**src/rtl/keypad_pkg.sv**
```systemverilog
// Shared types and key-code constants for the keypad entry path.
package keypad_pkg;

    typedef enum logic [1:0] {
        StIdle,
        StDebounce,
        StHeld
    } key_state_e;

    localparam logic [3:0] KEY_NONE      = 4'hF;
    localparam logic [3:0] KEY_CLEAR     = 4'hC;
    localparam logic [3:0] KEY_BACKSPACE = 4'hE;

    function automatic logic is_digit(input logic [3:0] code);
        return code <= 4'd9;
    endfunction

endpackage

```
**src/rtl/keypad_entry_if.sv**
```systemverilog
// Key input and entry/command outputs of keypad_entry, bundled for the display and control side.
interface keypad_entry_if #(
    parameter int unsigned NUM_DIGITS = 4
);
    localparam int unsigned COUNT_W = $clog2(NUM_DIGITS + 1);

    logic [3:0]              key_code;
    logic                    key_valid;
    logic [3:0]              key_value;
    logic [4*NUM_DIGITS-1:0] digits;
    logic [COUNT_W-1:0]      digit_count;
    logic                    cmd_valid;
    logic [3:0]              cmd_code;
    logic                    overflow;

    modport master (
        output key_code,
        input  key_valid, key_value, digits, digit_count, cmd_valid, cmd_code, overflow
    );

    modport slave (
        input  key_code,
        output key_valid, key_value, digits, digit_count, cmd_valid, cmd_code, overflow
    );
endinterface

```
**src/rtl/key_debounce.sv**
```systemverilog
// Press/release debouncer: turns each stable keypad press into one key_valid pulse.
module key_debounce
    import keypad_pkg::*;
#(
    parameter int unsigned PRESS_CYCLES   = 200000,
    parameter int unsigned RELEASE_CYCLES = 2100000
) (
    input  logic       clock_100Mhz,
    input  logic       rst_n,
    input  logic [3:0] key_code,
    output logic       key_valid,
    output logic [3:0] key_value
);
    localparam int unsigned MAX_CYCLES = (PRESS_CYCLES > RELEASE_CYCLES) ? PRESS_CYCLES
                                                                         : RELEASE_CYCLES;
    localparam int unsigned CNT_W = $clog2(MAX_CYCLES);
    localparam logic [CNT_W-1:0] PRESS_LAST   = CNT_W'(PRESS_CYCLES - 1);
    localparam logic [CNT_W-1:0] RELEASE_LAST = CNT_W'(RELEASE_CYCLES - 1);

    key_state_e       state_q, state_d;
    logic [CNT_W-1:0] cnt_q, cnt_d;
    logic [3:0]       cand_q, cand_d;
    logic             key_valid_q, key_valid_d;
    logic [3:0]       key_value_q, key_value_d;

    always_comb begin
        state_d     = state_q;
        cnt_d       = cnt_q;
        cand_d      = cand_q;
        key_valid_d = 1'b0;
        key_value_d = key_value_q;
        case (state_q)
            StIdle: begin
                if (key_code != KEY_NONE) begin
                    state_d = StDebounce;
                    cand_d  = key_code;
                    cnt_d   = CNT_W'(1);
                end
            end
            StDebounce: begin
                if (key_code == KEY_NONE) begin
                    state_d = StIdle;
                    cnt_d   = '0;
                end else if (key_code == cand_q) begin
                    if (cnt_q == PRESS_LAST) begin
                        state_d     = StHeld;
                        cnt_d       = '0;
                        key_valid_d = 1'b1;
                        key_value_d = cand_q;
                    end else begin
                        cnt_d = cnt_q + CNT_W'(1);
                    end
                end else begin
                    cand_d = key_code;
                    cnt_d  = CNT_W'(1);
                end
            end
            StHeld: begin
                // Any key sample, including another key, restarts the release window.
                if (key_code == KEY_NONE) begin
                    if (cnt_q == RELEASE_LAST) begin
                        state_d = StIdle;
                        cnt_d   = '0;
                    end else begin
                        cnt_d = cnt_q + CNT_W'(1);
                    end
                end else begin
                    cnt_d = '0;
                end
            end
            default: state_d = StIdle;
        endcase
    end

    always_ff @(posedge clock_100Mhz) begin
        if (!rst_n) begin
            state_q     <= StIdle;
            cnt_q       <= '0;
            cand_q      <= KEY_NONE;
            key_valid_q <= 1'b0;
            key_value_q <= KEY_NONE;
        end else begin
            state_q     <= state_d;
            cnt_q       <= cnt_d;
            cand_q      <= cand_d;
            key_valid_q <= key_valid_d;
            key_value_q <= key_value_d;
        end
    end

    assign key_valid = key_valid_q;
    assign key_value = key_value_q;
endmodule

```
**src/rtl/keypad_entry.sv**
```systemverilog
// Keypad front end: debounced key events, BCD entry register and command decode.
// Define KEYPAD_ENTRY_BACKSPACE_EN to make key E a backspace instead of a command.
module keypad_entry
    import keypad_pkg::*;
#(
    parameter int unsigned PRESS_CYCLES   = 200000,
    parameter int unsigned RELEASE_CYCLES = 2100000,
    parameter int unsigned NUM_DIGITS     = 4
) (
    input logic           clock_100Mhz,
    input logic           rst_n,
    keypad_entry_if.slave kif
);
    localparam int unsigned DW      = 4 * NUM_DIGITS;
    localparam int unsigned COUNT_W = $clog2(NUM_DIGITS + 1);

    logic               key_valid;
    logic [3:0]         key_value;
    logic [DW-1:0]      digits_q, digits_d;
    logic [COUNT_W-1:0] count_q, count_d;
    logic               cmd_valid_q, cmd_valid_d;
    logic [3:0]         cmd_code_q, cmd_code_d;
    logic               overflow_q, overflow_d;

    key_debounce #(
        .PRESS_CYCLES   (PRESS_CYCLES),
        .RELEASE_CYCLES (RELEASE_CYCLES)
    ) u_debounce (
        .clock_100Mhz (clock_100Mhz),
        .rst_n        (rst_n),
        .key_code     (kif.key_code),
        .key_valid    (key_valid),
        .key_value    (key_value)
    );

    always_comb begin
        digits_d    = digits_q;
        count_d     = count_q;
        cmd_valid_d = 1'b0;
        cmd_code_d  = cmd_code_q;
        overflow_d  = 1'b0;
        if (key_valid) begin
            if (is_digit(key_value)) begin
                if (count_q < COUNT_W'(NUM_DIGITS)) begin
                    digits_d = (digits_q << 4) | DW'(key_value);
                    count_d  = count_q + COUNT_W'(1);
                end else begin
                    overflow_d = 1'b1;
                end
            end else if (key_value == KEY_CLEAR) begin
                digits_d = '0;
                count_d  = '0;
            end
`ifdef KEYPAD_ENTRY_BACKSPACE_EN
            else if (key_value == KEY_BACKSPACE) begin
                if (count_q != '0) begin
                    digits_d = digits_q >> 4;
                    count_d  = count_q - COUNT_W'(1);
                end
            end
`endif
            else begin
                cmd_valid_d = 1'b1;
                cmd_code_d  = key_value;
            end
        end
    end

    always_ff @(posedge clock_100Mhz) begin
        if (!rst_n) begin
            digits_q    <= '0;
            count_q     <= '0;
            cmd_valid_q <= 1'b0;
            cmd_code_q  <= 4'h0;
            overflow_q  <= 1'b0;
        end else begin
            digits_q    <= digits_d;
            count_q     <= count_d;
            cmd_valid_q <= cmd_valid_d;
            cmd_code_q  <= cmd_code_d;
            overflow_q  <= overflow_d;
        end
    end

    assign kif.key_valid   = key_valid;
    assign kif.key_value   = key_value;
    assign kif.digits      = digits_q;
    assign kif.digit_count = count_q;
    assign kif.cmd_valid   = cmd_valid_q;
    assign kif.cmd_code    = cmd_code_q;
    assign kif.overflow    = overflow_q;
endmodule

```
**src/flat_wrapper.sv**
```systemverilog
// flat-port wrapper written by rule: the top's interface ports become plain ports
module keypad_entry_flat import keypad_pkg::*;
#(
    parameter int unsigned PRESS_CYCLES   = 200000,
    parameter int unsigned RELEASE_CYCLES = 2100000,
    parameter int unsigned NUM_DIGITS     = 4
)
  (clock_100Mhz, rst_n, kif_key_code, kif_key_valid, kif_key_value, kif_digits, kif_digit_count, kif_cmd_valid, kif_cmd_code, kif_overflow);
  keypad_entry_if #(.NUM_DIGITS(NUM_DIGITS)) kif_i ();
  input logic clock_100Mhz;
  input logic rst_n;
  input wire logic [$bits(kif_i.key_code)-1:0] kif_key_code;
  output wire logic [$bits(kif_i.key_valid)-1:0] kif_key_valid;
  output wire logic [$bits(kif_i.key_value)-1:0] kif_key_value;
  output wire logic [$bits(kif_i.digits)-1:0] kif_digits;
  output wire logic [$bits(kif_i.digit_count)-1:0] kif_digit_count;
  output wire logic [$bits(kif_i.cmd_valid)-1:0] kif_cmd_valid;
  output wire logic [$bits(kif_i.cmd_code)-1:0] kif_cmd_code;
  output wire logic [$bits(kif_i.overflow)-1:0] kif_overflow;
  assign kif_i.key_code = kif_key_code;
  assign kif_key_valid = kif_i.key_valid;
  assign kif_key_value = kif_i.key_value;
  assign kif_digits = kif_i.digits;
  assign kif_digit_count = kif_i.digit_count;
  assign kif_cmd_valid = kif_i.cmd_valid;
  assign kif_cmd_code = kif_i.cmd_code;
  assign kif_overflow = kif_i.overflow;
  keypad_entry #(.PRESS_CYCLES(PRESS_CYCLES), .RELEASE_CYCLES(RELEASE_CYCLES), .NUM_DIGITS(NUM_DIGITS)) u_core (.clock_100Mhz(clock_100Mhz), .rst_n(rst_n), .kif(kif_i));
endmodule
```
**config.mk**
```make
export PLATFORM = sky130hd
export DESIGN_NAME = keypad_entry_flat
export DESIGN_NICKNAME = d
export VERILOG_FILES = /design/src/rtl/keypad_pkg.sv /design/src/rtl/keypad_entry_if.sv /design/src/rtl/key_debounce.sv /design/src/rtl/keypad_entry.sv /design/src/flat_wrapper.sv
export SDC_FILE = /design/constraint.sdc
export NUM_CORES = 1
export LEC_CHECK = 0
export CAP_MARGIN = 20
export CELL_PAD_IN_SITES_DETAIL_PLACEMENT = 0
export CELL_PAD_IN_SITES_GLOBAL_PLACEMENT = 2
export CORE_MARGIN = 4
export CORE_UTILIZATION = 34
export DETAILED_ROUTE_END_ITERATION = 10
export GPL_TIMING_DRIVEN = 0
export PLACE_DENSITY = 0.85
export SLEW_MARGIN = 20
export SYNTH_ARGS = -nofsm -noshare
export SYNTH_HDL_FRONTEND = slang
export SYNTH_SLANG_ARGS = --single-unit
```
**constraint.sdc**
```tcl
create_clock -name clock_100Mhz -period 2.16 [get_ports clock_100Mhz]
set_input_delay 0.432 -clock clock_100Mhz [delete_from_list [all_inputs] [get_ports clock_100Mhz]]
set_output_delay 0.432 -clock clock_100Mhz [all_outputs]
set_load 0.005 [all_outputs]
```
==> out/results.tsv, run 1 <==
metric	value	unit
peakVddDrop	0.0004111	V
busiest_layer	met2	
num_vias	2449	
cts_made_buffers	9	
drc_errors	0	
cts_tree	built	
rsz0062_at_grt	no	
status	completed	
relSlewSlack	0.5311	
multi_input_area	1559	sq um
period_share	0.9567	
yosysWarnings	0	
ys_top_cells_by_count	dfxtp_1 (58), nand2_1 (40), nand4_1 (25), a21oi_1 (24), nor2_1 (22)	
hold_path.class	register to register	
ctsHoldBuffers	0	
fin_skew	0.01028	ns
fmax	0.4839	GHz
die_area	9740	sq um
fill_cells	803	
cts_max_level	3	
r2r_slack	0.09	ns
hold_ws	0.4499	ns
path_cells	ha_1 > and3_4 > and4_1 > buf_2 > a2111oi_4 > o31ai_4 > buf_12 > clkbuf_16 > nor2_2	
port_buffers	35	
critical_path.max_fanout	6	
synthCells	310	
pin_count	36	
worst_skew_pair.late_latency	0.33	ns
switchingPower	0.5482	mW
synth_top_area_frac	0.4152	
intPower	1.825	mW
cts_buffer_depth	2	
grt_overflow	0	
rows	32	
swShare	0.2310	
final_core_util	0.4657	
drv_slew	0	
drt_first_pass_iters	4	
maxCapViolCount	0	
seqPwrFrac	0.462	
grt_pass1_vias	2288	
cts_num_sinks	58	
synth.area.top_cells	dfxtp_1 (42%), nand4_1 (5.6%), nand2_1 (5.4%)	
layout-drive-gt1-share	0.1578	
yosys.area.top_type	dfxtp_1	
area_growth	30.69	%
synthFlopType	dfxtp_1	
synth.distinct_cells	52	
p_per_area	649.3	nW/um^2
path_class	register to register	
die_w	98.69	um
met3_usage	0.02902	
dp_hpwl	4757	um
post-place-ws	-0.3971	ns
start_util	0.3563	
stdcell_count	476	
start_kind	register	
grt_max_degree	11	
finalInstanceArea	3655	sq um
hold_viol	0	
gp_routability_congestion	0.7700	
synth_area_per_cell	9.021	sq um
finalSetupViolations	0	
post_drt_via_cell_ratio	5.145	
required	2.39	ns
clkPwrFrac	0.470	
cts_root_buffer	clkbuf_8	
clkTransAtPathRegs	0.07	ns
p_comb_frac	0.068	
grtUsageTotal	0.1422	
worstMarginPinSlew	0.7003	ns
post-route-min-period	2.066	ns
leakage	1.221	nW
syn_nets	322	
seq_area_frac_synth	0.4152	
die_h	98.69	um
layout.nets	382	
ff_latch_area	1161	sq um
num_antenna_cells	0	
dp_cells	447	
cpMaxStageDelayCell	dfxtp_1	
wl_per_cell	14.47	um
end_kind	register	
use_met2	0.2137	
synth_edf_count	0	
met1_usage	0.1993	
first_iter_violations	117	
max_stage_delay	0.40	ns
detail-route-antenna-nets	0	
finalWorstSetupSlack	0.09352	ns
grt_pass1_wl	11270	um
synth_most_common_cell	dfxtp_1	
core	7848	sq um
antenna_found_initial	0	
wirelength	6888	um
post_dp_cell_area	3274	sq um
async_reset_ff_frac	0	
synth_area	2796	sq um
arrival	2.29	ns
ys_ff_latch	58	
## power by group through the flow
| stage | combinational [mW] | sequential [mW] | clock [mW] |
|---|---|---|---|
| after CTS | 0.147 | 1.10 | 1.14 |
| after detailed placement | 0.145 | 1.12 | 0 |
| after floorplan | 0.107 | 1.12 | 0 |
| after global routing | 0.178 | 1.10 | 1.19 |
| after global placement | 0.144 | 1.12 | 0 |
| final | 0.161 | 1.10 | 1.12 |
## layout by cell type, fill, tap and decap left out, types with 9 or more instances in the layout
cell / Yosys / layout
nand2_1: 40 / 40
dfxtp_1: 58 / 58
clkdlybuf4s50_1: 0 / 35
nand3_1: 11 / 11
a21oi_1: 24 / 24
buf_4: 0 / 12
clkbuf_8: 0 / 10
nand4_1: 25 / 25
nor2_2: 10 / 10
xor2_1: 13 / 13
mux2i_1: 11 / 11
nor2_1: 22 / 22
inv_1: 9 / 9
## worst max-delay path: cells and delay by family (launching register included)
kind	cells	cell delay, ns
fa+ha+maj	1	0.24
simple gates	3	0.45
buf+inv	3	0.49
flops	1	0.40
compound gates	2	0.38
## per-layer routing
layer / vias up / wire length (um)
met1: 1137 / 3401
met3: 14 / 284
met2: 54 / 3065
met5: - / 0
met4: 0 / 137
li1: 1244 / -
## final cells by class
type                            count  area share
Multi-Input combinational cell    229      0.4266
Timing Repair Buffer               49      0.1328
Buffer                             14     0.01951
Tap cell                          102     0.03492
Clock buffer                       10     0.03766
Sequential cell                    58      0.3177
Inverter                            9    0.009243
Clock inverter                      5     0.02157
## logic make-up after synthesis
group | Yosys count | share of synthesized area
and+or+nand+nor | 138 | 0.2738
DFF | 58 | 0.4152
AOI/OAI and AO/OA | 52 | 0.1392
buffers and inverters | 23 | 0.03579
xor gates and xnor gates | 21 | 0.06577
muxes | 12 | 0.04340
adders and majority gates | 6 | 0.02684
## registers in the layout (all words and copies together) (netlist names)
| name | flops |
|---|---|
| u_core.u_debounce.cnt_q | 22 |
| u_core.u_debounce.key_valid | 1 |
| u_core.kif.cmd_valid | 1 |
| u_core.u_debounce.state_q | 2 |
| u_core.kif.digit_count | 3 |
| u_core.kif.cmd_code | 4 |
| u_core.u_debounce.cand_q | 4 |
| u_core.kif.digits | 16 |
| u_core.kif.overflow | 1 |
| u_core.u_debounce.key_value | 4 |
## path summary, 6_finish.rpt
kind,start,end,cells after the start
max,u_core.u_debounce.cnt_q[0]$_SDFFE_PN0P_,u_core.u_debounce.cnt_q[16]$_SDFFE_PN0P_,9
max reg2reg,u_core.u_debounce.cnt_q[0]$_SDFFE_PN0P_,u_core.u_debounce.cnt_q[16]$_SDFFE_PN0P_,9
min reg2reg,u_core.kif.digits[12]$_SDFFE_PN0P_,u_core.kif.digits[12]$_SDFFE_PN0P_,2
min,u_core.kif.digits[12]$_SDFFE_PN0P_,u_core.kif.digits[12]$_SDFFE_PN0P_,2
## through the flow
stage	power, mW	TNS (ns)
finish	2.373	0
global placement	1.263	-10.92
CTS	2.385	0
floorplan	1.224	0
global route	2.465	0
detailed placement	1.266	-11.63
## repair_timing
action                                  4_1_cts  5_1_grt
buffers inserted                              8        5
gates resized for setup                       1        8
endpoints found under the setup margin       16       39
cloned                                        0        1
pin swaps                                     4        4
Note: power is estimated with default switching activity, not from simulation.
==> run 2, diff against run 1 <==
--- a/config.mk
+++ b/config.mk
@@ -13,6 +13,7 @@
 export DETAILED_ROUTE_END_ITERATION = 10
 export GPL_TIMING_DRIVEN = 0
 export PLACE_DENSITY = 0.85
+export REMOVE_ABC_BUFFERS = 1
 export SLEW_MARGIN = 20
 export SYNTH_ARGS = -nofsm -noshare
 export SYNTH_HDL_FRONTEND = slang
==> run 2 against run 1 <==
Against the previous run:
- count of clock-buffer cells in the layout is 1 higher
- die area stayed put
- register-to-register slack better by 0.05 ns
- final cell count is 2.1% lower
- via count is 2.7% lower
- highest routed layer unchanged
- sequential share of layout area is 0.51 points higher
- hold slack gained 0.0046 ns
- worst setup slack improved by 0.034 ns
- combinational power decreased by 4%
- power down 0.47%
==> out/results.tsv, run 2 (same netlist as run 1, synthesis figures left out) <==
metric	value	unit
wirelength	6582	um
p_per_area	655.9	nW/um^2
hold_path.class	register to register	
detail-route-antenna-nets	0	
required	2.38	ns
wl_per_cell	14.12	um
pin_count	36	
path_cells	clkdlybuf4s50_1 > and4_2 > a2111oi_4 > nand3_1 > xor2_1 > nor2_2	
die_w	98.69	um
cts_num_sinks	58	
p_comb_frac	0.065	
ctsHoldBuffers	0	
worst_skew_pair.late_latency	0.33	ns
period_share	0.9411	
layout-drive-gt1-share	0.1731	
cpMaxStageDelayCell	a2111oi_4	
maxCapViolCount	0	
largest_register_ffs	22	
cts_root_buffer	clkbuf_8	
antenna_found_initial	0	
clkTransAtPathRegs	0.07	ns
drv_slew	0	
cts_buffer_depth	2	
rsz0062_at_grt	no	
status	completed	
first_iter_violations	104	
finalWorstSetupSlack	0.1273	ns
final_cell_mix	dfxtp_1 (57), nand2_1 (39), clkdlybuf4s50_1 (34)	
dp_hpwl	4329	um
peakVddDrop	0.0002641	V
layout.nets	371	
multi_input_area	1563	sq um
largest_register	u_core.u_debounce.cnt_q	
cts_max_level	3	
fill_cells	810	
finalSetupViolations	0	
leakage	1.178	nW
grt_max_degree	25	
hold_viol	0	
start_kind	primary input	
post_drt_via_cell_ratio	5.116	
intPower	1.825	mW
fin_skew	0.01116	ns
post-place-ws	-0.5858	ns
final_common_cell	dfxtp_1	
die_area	9740	sq um
cts_made_buffers	9	
swShare	0.2271	
area_growth	28.77	%
drt_first_pass_iters	4	
num_antenna_cells	0	
rows	32	
drc_errors	0	
end_kind	register	
critical_path.max_fanout	8	
final_core_util	0.4589	
clkPwrFrac	0.471	
grt_pass1_wl	11000	um
cts_tree	built	
max_stage_delay	0.57	ns
switchingPower	0.5364	mW
port_buffers	35	
path_class	primary input to register	
grtUsageTotal	0.1370	
start_util	0.3563	
ff_latch_area	1162	sq um
post-route-min-period	2.033	ns
grt_overflow	0	
core	7848	sq um
arrival	2.26	ns
num_vias	2384	
relSlewSlack	0.5424	
die_h	98.69	um
seqPwrFrac	0.464	
gp_routability_congestion	0.7694	
fmax	0.4920	GHz
worstMarginPinSlew	0.6864	ns
grt_pass1_vias	2270	
run 2: cell count changes in the layout (fill, tap and decap cells not counted), moves of 2 or more:
cell / change
and4_1: -2
buf_4: +2
clkbuf_1: -7
and4_2: +2
clkbuf_2: -2
clkinvlp_4: +2
run 2: per-stage QoR:
stage | cell area (sq um) | total power [mW] | cells | setup TNS, ns | hold slack [ns]
2_1_floorplan | 2730 | 1.218 | 296 | -12.95 | 0.4483
3_3_place_gp | 3208 | 1.258 | 433 | -57.89 | 0.4398
3_5_place_dp | 3238 | 1.259 | 436 | -18.55 | 0.4457
4_1_cts | 3498 | 2.383 | 457 | 0 | 0.4595
5_1_grt | 3601 | 2.463 | 466 | 0 | 0.4716
6_report | 3601 | 2.362 | 466 | 0 | 0.4546
run 2: final timing paths:
path | startpoint | end | slack, ns | cells after the start
min | u_core.kif.digits[14]$_SDFFE_PN0P_ | u_core.kif.digits[14]$_SDFFE_PN0P_ | 0.45 | 2
min reg2reg | u_core.kif.digits[14]$_SDFFE_PN0P_ | u_core.kif.digits[14]$_SDFFE_PN0P_ | 0.45 | 2
max | kif_key_code[2] | u_core.u_debounce.cnt_q[20]$_SDFFE_PN0P_ | 0.13 | 6
max reg2reg | u_core.u_debounce.cnt_q[0]$_SDFFE_PN0P_ | u_core.u_debounce.cnt_q[19]$_SDFFE_PN0P_ | 0.14 | 7
run 2: worst max-delay path: cells and delay by family:
kind,cells,cell delay [ns]
compound gates,1,0.57
buf+inv,1,0.48
simple gates,3,0.57
xor+xnor,1,0.20
run 2: final cells by class:
class,instances,area share
Clock buffer,11,0.03926
Clock inverter,5,0.02154
Inverter,9,0.01042
Multi-Input combinational cell,229,0.4340
Sequential cell,58,0.3228
Tap cell,102,0.03544
Timing Repair Buffer,51,0.1352
Timing Repair inverter,1,0.001390
run 2: what timing repair did:
action,4_1_cts,5_1_grt
resized for setup,4,6
pin swaps,3,5
buffers inserted,4,9
cloned,1,0
endpoints found under the hold margin,0,0
endpoints found under the setup margin,34,40
run 2: layer usage:
| layer | vias up | routed length, um | track usage | part of all wire |
|---|---|---|---|---|
| met4 | 0 | 59 | 0.04202 | 0.0090 |
| met5 | - | 0 | 0 | 0 |
| met3 | 6 | 298 | 0.03963 | 0.045 |
| met1 | 1116 | 3110 | 0.1749 | 0.47 |
| met2 | 43 | 3114 | 0.2241 | 0.47 |
| li1 | 1219 | - | - | - |
run 2: power by group through the flow:
stage / Clock [mW] / Sequential [mW] / Combinational, mW
6_report: 1.11 / 1.10 / 0.154
5_1_grt: 1.20 / 1.10 / 0.168
4_1_cts: 1.15 / 1.10 / 0.142
3_5_place_dp: 0 / 1.12 / 0.139
3_3_place_gp: 0 / 1.12 / 0.138
2_1_floorplan: 0 / 1.12 / 0.102
==> run 3, diff against run 2 <==
--- a/config.mk
+++ b/config.mk
@@ -8,11 +8,12 @@
 export CAP_MARGIN = 20
 export CELL_PAD_IN_SITES_DETAIL_PLACEMENT = 0
 export CELL_PAD_IN_SITES_GLOBAL_PLACEMENT = 2
-export CORE_MARGIN = 4
-export CORE_UTILIZATION = 34
+export CORE_MARGIN = 2
+export CORE_UTILIZATION = 30
+export CTS_CLUSTER_SIZE = 20
 export DETAILED_ROUTE_END_ITERATION = 10
 export GPL_TIMING_DRIVEN = 0
-export PLACE_DENSITY = 0.85
+export PLACE_DENSITY = 0.8
 export REMOVE_ABC_BUFFERS = 1
 export SLEW_MARGIN = 20
 export SYNTH_ARGS = -nofsm -noshare
==> constraint.sdc (replaced) <==
create_clock -name clock_100Mhz -period 1.7 [get_ports clock_100Mhz]
set_input_delay 0.34 -clock clock_100Mhz [delete_from_list [all_inputs] [get_ports clock_100Mhz]]
set_output_delay 0.34 -clock clock_100Mhz [all_outputs]
set_load 0.005 [all_outputs]
==> run 3 against run 2 <==
Against the previous run:
- the run now ends with setup timing left
- sequential power is 26% higher
- critical path depth stayed put
- critical endpoint is now u_core.u_debounce.cnt_q[3]$_SDFFE_PN0P_
- worst setup slack got worse by 0.35 ns
- utilization shrank 3.0 points
- die area is 3.8% higher
- clock skew fell by 0.0047 ns
==> out/results.tsv, run 3 (same netlist as run 1, synthesis figures left out) <==
metric	value	unit
num_vias	2492	
grt_overflow	0	
cts_max_level	3	
post-route-min-period	1.922	ns
wl_per_cell	15.08	um
grt_max_degree	20	
final_common_cell	dfxtp_1	
cpMaxStageDelayCell	or4b_4	
grt_pass1_vias	2494	
drc_errors	0	
stdcell_count	486	
cp_num_buf_inv	1	
antenna_found_initial	0	
drt_first_pass_iters	4	
cts_made_buffers	9	
core	9153	sq um
violations	setup timing	
layout.nets	382	
ctsHoldBuffers	0	
die_area	10110	sq um
clkTransAtPathRegs	0.07	ns
grt_pass1_wl	12340	um
max_stage_delay	0.52	ns
wirelength	7331	um
met1_usage	0.1900	
detail-route-antenna-nets	0	
pin_count	36	
critical-path-top-delay-family	simple AND/OR/NAND/NOR gates	
layout-drive-gt1-share	0.3120	
fmax	0.5202	GHz
peakVddDrop	0.0003152	V
die_w	100.5	um
dp_hpwl	4378	um
start_kind	register	
arrival	2.15	ns
relSlewSlack	0.4823	
hold_ws	0.3406	ns
hold_path.class	primary input to register	
drv_slew	0	
post-place-ws	-0.9861	ns
gp_routability_congestion	0.7552	
end_kind	register	
largest_register	u_core.u_debounce.cnt_q	
start_util	0.3055	
grtUsageTotal	0.1526	
area_growth	40.40	%
cts_num_sinks	58	
worst_skew_pair.late_latency	0.33	ns
path_cells	or4b_4 > nor3b_4 > a211oi_2 > o31ai_4 > buf_6 > nor2_1	
cts_tree	built	
p_per_area	752.4	nW/um^2
dp_cells	445	
largest_register_ffs	22	
post_drt_via_cell_ratio	5.128	
rsz0062_at_grt	yes	
finalInstanceArea	3926	sq um
port_buffers	35	
fin_skew	0.006455	ns
use_met2	0.2633	
die_h	100.5	um
critical_path.max_fanout	8	
finalSetupViolations	28	
path_class	register to register	
ff_latch_area	1201	sq um
post_dp_cell_area	3249	sq um
hold_viol	0	
busiest_layer	met2	
num_antenna_cells	0	
finalWorstSetupSlack	-0.2224	ns
required	1.92	ns
rows	35	
worstMarginPinSlew	0.7766	ns
cts_root_buffer	clkbuf_8	
tns	-4.719	ns
final_cell_mix	dfxtp_1 (40), nand2_1 (38), clkdlybuf4s50_1 (30)	
leakage	1.319	nW
period_share	1.131	
cts_buffer_depth	2	
met3_usage	0.02913	
multi_input_area	1744	sq um
maxCapViolCount	0	
fill_cells	944	
first_iter_violations	54	
status	finished, violations left	
## run 3: cell count changes in the layout (fill, tap and decap cells not counted), moves of 4 or more
cell / previous run / this run
buf_4: 14 / 21
clkdlybuf4s50_1: 34 / 30
buf_6: 1 / 5
dfxtp_4: 0 / 7
dlymetal6s2s_1: 0 / 4
dfxtp_2: 1 / 11
dfxtp_1: 57 / 40
## run 3: per-layer routing
layer | routed length, um | share of wire
met2 | 3582 | 0.49
met5 | 0 | 0
met1 | 3424 | 0.47
met3 | 241 | 0.033
met4 | 83 | 0.011
## run 3: cell type report
type                            instances  share of cell area
Inverter                                9            0.009560
Clock buffer                           10             0.03505
Sequential cell                        58              0.3059
Clock inverter                          6             0.01689
Tap cell                              111             0.03537
Multi-Input combinational cell        229              0.4442
Timing Repair inverter                  1            0.001912
Timing Repair Buffer                   62              0.1511
## run 3: report_power, final
group          leakage [nW]  switching (mW)  total, mW  internal, mW
logic                 0.749           0.140      0.254         0.114
clock network        0.0945           0.597       1.31         0.716
registers             0.475          0.0190       1.39          1.37
total                  1.32           0.756       2.95          2.20
## run 3: repair_timing
item | in CTS | in global routing
pin swaps | 27 | 13
endpoints found under the setup margin | 60 | 49
resized for setup | 38 | 43
buffers inserted | 15 | 9
cloned | 2 | 0
## run 3: metrics by stage
stage / util / power [mW]
2_1_floorplan: - / 1.548
3_3_place_gp: 0.3517 / 1.598
3_5_place_dp: 0.3550 / 1.600
4_1_cts: 0.4059 / 2.958
5_1_grt: 0.4290 / 3.071
6_report: 0.4290 / 2.954
## run 3: worst register-to-register path: stages (launching register included)
cell and delay (ns):
dfxtp_4 0.36, or4b_4 0.52, nor3b_4 0.22, a211oi_2 0.11, o31ai_4 0.35, buf_6 0.20
nor2_1 0.05
## run 3: final timing paths
check                                      startpoint                                  endpoint  slack (ns)  depth (start not counted)
max          u_core.u_debounce.cnt_q[10]$_SDFFE_PN0P_   u_core.u_debounce.cnt_q[3]$_SDFFE_PN0P_       -0.22                          6
min                                   kif_key_code[3]  u_core.u_debounce.cand_q[3]$_SDFFE_PN1P_        0.34                          3
max reg2reg  u_core.u_debounce.cnt_q[10]$_SDFFE_PN0P_   u_core.u_debounce.cnt_q[3]$_SDFFE_PN0P_       -0.22                          6
min reg2reg        u_core.kif.digits[13]$_SDFFE_PN0P_        u_core.kif.digits[13]$_SDFFE_PN0P_        0.45                          2
